`config.mk`:
```
export PLATFORM = sky130hd
export DESIGN_NAME = img_blit_dma
export DESIGN_NICKNAME = d
export VERILOG_FILES = /design/src/rtl/blit_pkg.sv /design/src/rtl/blit_fifo2.sv /design/src/rtl/img_blit_dma.sv
export SDC_FILE = /design/constraint.sdc
export NUM_CORES = 1
export LEC_CHECK = 0
export BUFFER_PORTS_ARGS = -buffer_cell sky130_fd_sc_hd__buf_4
export CORE_ASPECT_RATIO = 0.5
export CORE_UTILIZATION = 55
export CTS_CLUSTER_DIAMETER = 40
export DETAILED_ROUTE_END_ITERATION = 12
export GPL_ROUTABILITY_DRIVEN = 0
export GPL_TIMING_DRIVEN = 0
export PLACE_DENSITY = 0.81
export SYNTH_ARGS = -nofsm -noshare
export SYNTH_HDL_FRONTEND = slang
export SYNTH_SLANG_ARGS = --single-unit
```
`constraint.sdc`:
```
create_clock -name clk -period 3.8 [get_ports clk]
set_input_delay 0.38 -clock clk [delete_from_list [all_inputs] [get_ports clk]]
set_output_delay 0.38 -clock clk [all_outputs]
set_load 0.03 [all_outputs]
```
`src/rtl/blit_pkg.sv`:
```
// Shared types and default widths for the image-ROM to VGA-RAM blitter.
package blit_pkg;

  typedef enum logic [1:0] {
    IDLE = 2'd0,
    RUN  = 2'd1,
    DONE = 2'd2
  } blit_state_t;

  localparam int LEN_W_DEF  = 16;
  localparam int ADDR_W_DEF = 32;

endpackage

```
`src/rtl/blit_fifo2.sv`:
```
// Two-entry, 8-bit synchronous FIFO decoupling ROM reads from VGA-RAM writes.
module blit_fifo2 (
  input  logic       clk,
  input  logic       reset,
  input  logic       push,
  input  logic       pop,
  input  logic [7:0] din,
  output logic [7:0] dout,
  output logic       empty,
  output logic       full,
  output logic [1:0] occ
);

  logic [7:0] mem [2];
  logic       wr_ptr;
  logic       rd_ptr;
  logic       do_push;
  logic       do_pop;

  assign empty   = (occ == 2'd0);
  assign full    = (occ == 2'd2);
  assign do_pop  = pop && !empty;
  // A full FIFO accepts a push when the head leaves in the same cycle.
  assign do_push = push && (!full || do_pop);
  assign dout    = mem[rd_ptr];

  always_ff @(posedge clk) begin
    if (reset) begin
      wr_ptr <= 1'b0;
      rd_ptr <= 1'b0;
      occ    <= 2'd0;
    end else begin
      if (do_push) wr_ptr <= ~wr_ptr;
      if (do_pop)  rd_ptr <= ~rd_ptr;
      case ({do_push, do_pop})
        2'b10:   occ <= occ + 2'd1;
        2'b01:   occ <= occ - 2'd1;
        default: occ <= occ;
      endcase
    end
  end

  // NOTE: the data array is deliberately not reset; occ alone says which entries are valid.
  always_ff @(posedge clk) begin
    if (do_push) mem[wr_ptr] <= din;
  end

endmodule

```
`src/rtl/img_blit_dma.sv`:
```
// Blitter copying len pixels from image ROM to VGA RAM in CPU-idle cycles.
// Optional feature macro: BLIT_COLORKEY_EN (adds colorkey input; matching pixels are skipped).
module img_blit_dma
  import blit_pkg::*;
#(
  parameter int LEN_W  = LEN_W_DEF,
  parameter int ADDR_W = ADDR_W_DEF
) (
  input  logic              clk,
  input  logic              reset,
  input  logic              start,
  input  logic [ADDR_W-1:0] src_base,
  input  logic [ADDR_W-1:0] dst_base,
  input  logic [LEN_W-1:0]  len,
  input  logic              cpu_rom_req,
  input  logic              cpu_vga_req,
`ifdef BLIT_COLORKEY_EN
  input  logic [7:0]        colorkey,
`endif
  output logic              rom_req,
  output logic [ADDR_W-1:0] rom_addr,
  input  logic [7:0]        rom_rd,
  output logic              vga_we,
  output logic [ADDR_W-1:0] vga_addr,
  output logic [7:0]        vga_wd,
  output logic              busy,
  output logic              done,
  output logic [LEN_W-1:0]  count
);

  blit_state_t       state;
  logic [ADDR_W-1:0] src_q;
  logic [ADDR_W-1:0] dst_q;
  logic [LEN_W-1:0]  len_q;
  logic [LEN_W-1:0]  issued;
  logic [LEN_W-1:0]  retired;
  logic [LEN_W-1:0]  retired_next;
  logic              inflight;

  logic              fifo_empty;
  logic              fifo_full;
  logic [1:0]        occ;
  logic [1:0]        occ_after;
  logic [1:0]        pending;
  logic [7:0]        head;
  logic              skip;
  logic              write;
  logic              pop;
  logic              issue;

`ifdef BLIT_COLORKEY_EN
  assign skip = !fifo_empty && (head == colorkey);
`else
  assign skip = 1'b0;
`endif

  // Transparent pixels retire without touching the VGA port, so the CPU cannot stall them.
  assign write        = !fifo_empty && !skip && !cpu_vga_req;
  assign pop          = write || skip;
  assign retired_next = retired + LEN_W'(pop);

  // Space is judged after this cycle's pop so an uncontended stream sustains 1 pixel/clk.
  assign occ_after = occ - {1'b0, pop};
  assign pending   = occ_after + {1'b0, inflight};
  assign issue     = (state == RUN) && (issued != len_q) && !cpu_rom_req &&
                     (pending < 2'd2) && !(fifo_full && !pop);

  assign rom_req  = issue;
  assign rom_addr = issue ? src_q + ADDR_W'(issued) : '0;
  assign vga_we   = write;
  assign vga_addr = write ? dst_q + ADDR_W'(retired) : '0;
  assign vga_wd   = write ? head : 8'h00;
  assign count    = retired;

  blit_fifo2 u_fifo (
    .clk   (clk),
    .reset (reset),
    .push  (inflight),
    .pop   (pop),
    .din   (rom_rd),
    .dout  (head),
    .empty (fifo_empty),
    .full  (fifo_full),
    .occ   (occ)
  );

  // NOTE: all state here updates with <= so every register sees pre-edge values of the others.
  always_ff @(posedge clk) begin
    if (reset) begin
      state    <= IDLE;
      busy     <= 1'b0;
      done     <= 1'b0;
      inflight <= 1'b0;
      issued   <= '0;
      retired  <= '0;
      src_q    <= '0;
      dst_q    <= '0;
      len_q    <= '0;
    end else begin
      inflight <= issue;
      if (issue) issued  <= issued + LEN_W'(1);
      if (pop)   retired <= retired_next;

      case (state)
        IDLE: begin
          done <= 1'b0;
          if (start) begin
            src_q   <= src_base;
            dst_q   <= dst_base;
            len_q   <= len;
            issued  <= '0;
            retired <= '0;
            if (len == '0) begin
              state <= DONE;
              done  <= 1'b1;
            end else begin
              state <= RUN;
              busy  <= 1'b1;
            end
          end
        end
        RUN: begin
          if (pop && (retired_next == len_q)) begin
            state <= DONE;
            busy  <= 1'b0;
            done  <= 1'b1;
          end
        end
        DONE: begin
          state <= IDLE;
          done  <= 1'b0;
        end
        default: begin
          state <= IDLE;
          busy  <= 1'b0;
          done  <= 1'b0;
        end
      endcase
    end
  end

endmodule

```
==> run summary <==
Cells with a size suffix above 1 make up 18.8% of the layout. For the via count of the first global-routing pass, the log shows 7580. Once detailed placement completed, the half-perimeter wirelength came to 18000 um.

Most used flip-flop cell after synthesis: sky130_fd_sc_hd__dfxtp_1. The worst min-delay path class is primary input to flip-flop. After detailed routing, the number of vias per cell comes to 5.58. The total via count after detailed routing was 8294; the total clock sinks was 138.

The CTS buffer count was 17. Among all stages on the critical path, the largest delay is contributed by sky130_fd_sc_hd__fa_1. The post-synthesis share of cell area spent on xor and xnor gates was 12.6%; the width of the die was 175 um. The worst setup path is captured at a primary output. The synthesized design contains 138 register bits. The library cells used most frequently in the layout, excluding fill and tap cells, are 201 x sky130_fd_sc_hd__nand2_1, 187 x sky130_fd_sc_hd__buf_4, 127 x sky130_fd_sc_hd__nor2_1, 122 x sky130_fd_sc_hd__dfxtp_1, 119 x sky130_fd_sc_hd__a21oi_1.

Global routing used 29.8% of the available tracks. The area of the mapped netlist was 8260 sq um; the max-slew violation total from the final report was 0. In the routed design, unresolved DRC markers number 0. For this design the static power due to leakage is 0.00425 uW. The largest net degree at the start of global routing was 22.

The share of cell area taken by muxes after synthesis is 0.969%, and the required time of the worst setup path is 3.42 ns. The number of I/O port buffers came out at 184. The core region is 14600 sq um. For the pin with the worst max-slew slack, the measured transition is 0.962 ns. The delay contributed by the slowest stage of the critical path is 0.43 ns. Summing internal, switching and leakage power gives 4130 uW.

For the starting utilization of the core area, the log shows 56.7%. The critical path in this run is classified as flip-flop to primary output. The yosys synthesis warning count is 0. The number of buffers added to fix hold violations after cts came out at 0.

TritonCTS built the clock tree. Between clock sinks in the finished design, the worst skew comes to 0.00880 ns. Startpoint kind of the worst setup timing path: a flip-flop. The run finished with clean final reports.

The synthesized area per cell is 7.71 sq um, and the worst slack after detailed placement is -0.400 ns. In this run the remaining antenna-violating nets after routing total 0. After Yosys synthesis, and, or, nand and nor cells account for 26.0% of the synthesized area. The clock insertion delay at the later pin of the skew report is 0.42 ns, and the area fraction in compound gates after synthesis is 15.4%. The number of nets in the layout was 1408. The first global-routing pass estimated 36900 um of wire. Max-cap violations in this run came to 0.

After synthesis, the largest family of logic cells by area is simple AND/OR/NAND/NOR gates. For this block, the initial DRC count from the detailed router was 564. The final critical-path setup slack is 0.197 ns. The area of the die is 15500 sq um. In this run the power density over the cells is 390 nW/um^2. For the worst setup path, the data arrival time is 3.22 ns. Clock-pin slew was measured on the worst setup and hold paths at 0.06 ns. The clock period minus worst slack works out to 3.60 ns. For this design the top-level I/O count stands at 185. Wires add up to 23700 um. Compared with the post-synthesis result, the final layout area differs by 28.3%. The average wire length per cell after detail routing came out at 15.9 um. After filler insertion, the fill cell instance count of the layout stands at 1150.

When the netlist entered floorplanning its net count stood at 1204. The library cell used most frequently in the layout, excluding fill and tap cells, is sky130_fd_sc_hd__nand2_1. After Yosys synthesis, full adders, half adders and majority gates account for 6.09% of the synthesized area.

CTS built an H-tree with a depth of 4. The worst path uses 94.8% of the clock period. The fmax was 278 MHz. Measured against its own limit, the worst slew margin works out to 35.6%. The floorplan row count came out at 31. The overflow left after global routing came out at 0. Before antenna repair, the detailed router went through 5 iterations.

Setup repair after global routing left no endpoint under its margin. Of all flip-flops after synthesis, the portion carrying an async set or reset was 0%. The tools report the number of endpoints with negative hold slack in the final report as 0. The netlist uses 63 different library cells. The repair_antennas step left the layout with diodes totalling 0. In this run the worst path has a maximum fanout of 8. Setup violations remaining at the end of the flow were counted as 0. VDD sags by at most 0.000292 V. The critical path goes through ha_1, fa_1, a211oi_1, o21ai_1, a21o_1, o211ai_4, a21oi_1, xnor2_1, nor2_1, buf_4. The buffer depth of the longest clock path was 2; the cell count after synthesis was 1072.

The tools report the cell at the root of the clock tree as sky130_fd_sc_hd__clkbuf_16. For this run, the register share of the synthesized area comes to 35.4%. The number of antenna violations at the first check in global routing was 0; the y dimension of the die was 88.7 um.

The synthesized design contains 16 enable-type register cells.
[area by class of cell]
class	count	area, sq um	share of cell area, %
Clock inverter	11	191	1.81
Timing Repair Buffer	187	1400	13.2
Clock buffer	21	470	4.44
Inverter	24	90.1	0.850
Tap cell	198	248	2.34
Multi-Input combinational cell	857	5070	47.9
Sequential cell	138	2920	27.6
Buffer	51	200	1.89
[logic make-up (layout without fill, tap and decap cells)]
logic type	Yosys count	after routing
flops	138	138
fa+ha+maj	39	39
mux	8	8
compound gates	213	213
simple gates	478	478
buf+inv	77	294
xor+xnor	119	119
[power by group]
part | internal (uW) | switching (uW)
logic | 256 | 388
registers | 1550 | 73.7
clock network | 1220 | 647
[per-layer routing]
metal  global-route usage (%)  vias up  routed length (um)
li1                         -     4104                   -
met4                     8.62        0                 354
met5                        0        -                   0
met2                     51.2      349               11000
met1                     38.4     3812               10500
met3                     6.31       29                1810
[what timing repair did]
action / 4_1_cts / 5_1_grt
hold endpoints to repair: 0 / 0
setup buffers: 0 / 3
gates resized for setup: 2 / 6
endpoints found under the setup margin: 33 / 30
pin swaps: 0 / 1
[cells in the mapped netlist (5+ instances only)]
library cell	n	area (sq um)
sky130_fd_sc_hd__a21o_1	12	90.1
sky130_fd_sc_hd__o21ai_0	19	95.1
sky130_fd_sc_hd__nor4_1	21	131
sky130_fd_sc_hd__inv_1	23	86.3
sky130_fd_sc_hd__o21ai_1	9	45.0
sky130_fd_sc_hd__xor2_1	43	377
sky130_fd_sc_hd__nor3_1	26	130
sky130_fd_sc_hd__and2_1	7	43.8
sky130_fd_sc_hd__nor2b_1	6	37.5
sky130_fd_sc_hd__ha_1	37	463
sky130_fd_sc_hd__a21oi_1	120	601
sky130_fd_sc_hd__o21a_1	8	60.1
sky130_fd_sc_hd__nand4_1	22	138
sky130_fd_sc_hd__mux2i_1	8	80.1
sky130_fd_sc_hd__buf_2	5	25.0
sky130_fd_sc_hd__xnor2_1	76	666
sky130_fd_sc_hd__and3_1	6	37.5
sky130_fd_sc_hd__clkbuf_1	45	169
sky130_fd_sc_hd__dfxtp_1	122	2440
sky130_fd_sc_hd__or3_1	7	43.8
sky130_fd_sc_hd__nand3_1	26	130
sky130_fd_sc_hd__nand2b_1	7	43.8
sky130_fd_sc_hd__nand2_1	201	754
sky130_fd_sc_hd__nor2_1	127	477
sky130_fd_sc_hd__edfxtp_1	16	480
sky130_fd_sc_hd__a211oi_1	10	75.1
sky130_fd_sc_hd__and4_1	5	43.8
[worst max-delay path: cells and delay by family (launching register included)]
kind | cells | cell delay (ns)
and+or+nand+nor | 1 | 0.13
AOI/OAI and AO/OA | 5 | 1.25
buffers and inverters | 1 | 0.18
DFF | 1 | 0.37
adders and majority gates | 2 | 0.70
xor gates and xnor gates | 1 | 0.17
[through the flow]
| stage | area, sq um | utilization [%] | hold slack, ns | std cells | TNS, ns |
|---|---|---|---|---|---|
| global placement | 9890 | 67.8 | 0.446 | 1454 | -2.92 |
| CTS | 10600 | 72.3 | 0.138 | 1484 | 0 |
| global route | 10600 | 72.7 | 0.131 | 1487 | 0 |
| detailed placement | 9890 | 67.8 | 0.452 | 1454 | -5.68 |
| finish | 10600 | 72.7 | 0.140 | 1487 | 0 |
| floorplan | 8260 | - | 0.440 | 1072 | 0 |
[worst paths after layout]
| path | slack, ns | endpoint | cells past startpoint | startpoint |
|---|---|---|---|---|
| min reg2reg | 0.46 | dst_q[4] | 2 | dst_q[4] |
| max | 0.20 | rom_addr[30] | 10 | src_q[0] |
| max reg2reg | 0.50 | done | 12 | u_fifo.occ[1] |
| min | 0.14 | u_fifo.mem[0][3] | 1 | rom_rd[3] |
[flip-flops by register name, summed over array words and instances (netlist names), named ones only]
signal and flops:
dst_q 32, u_fifo.wr_ptr 1, busy 1, done 1, u_fifo.occ 2, u_fifo.mem 16, count 16, u_fifo.rd_ptr 1
issued 16, inflight 1, len_q 16, state 2, src_q 32
(Power assumes the default switching activity.)
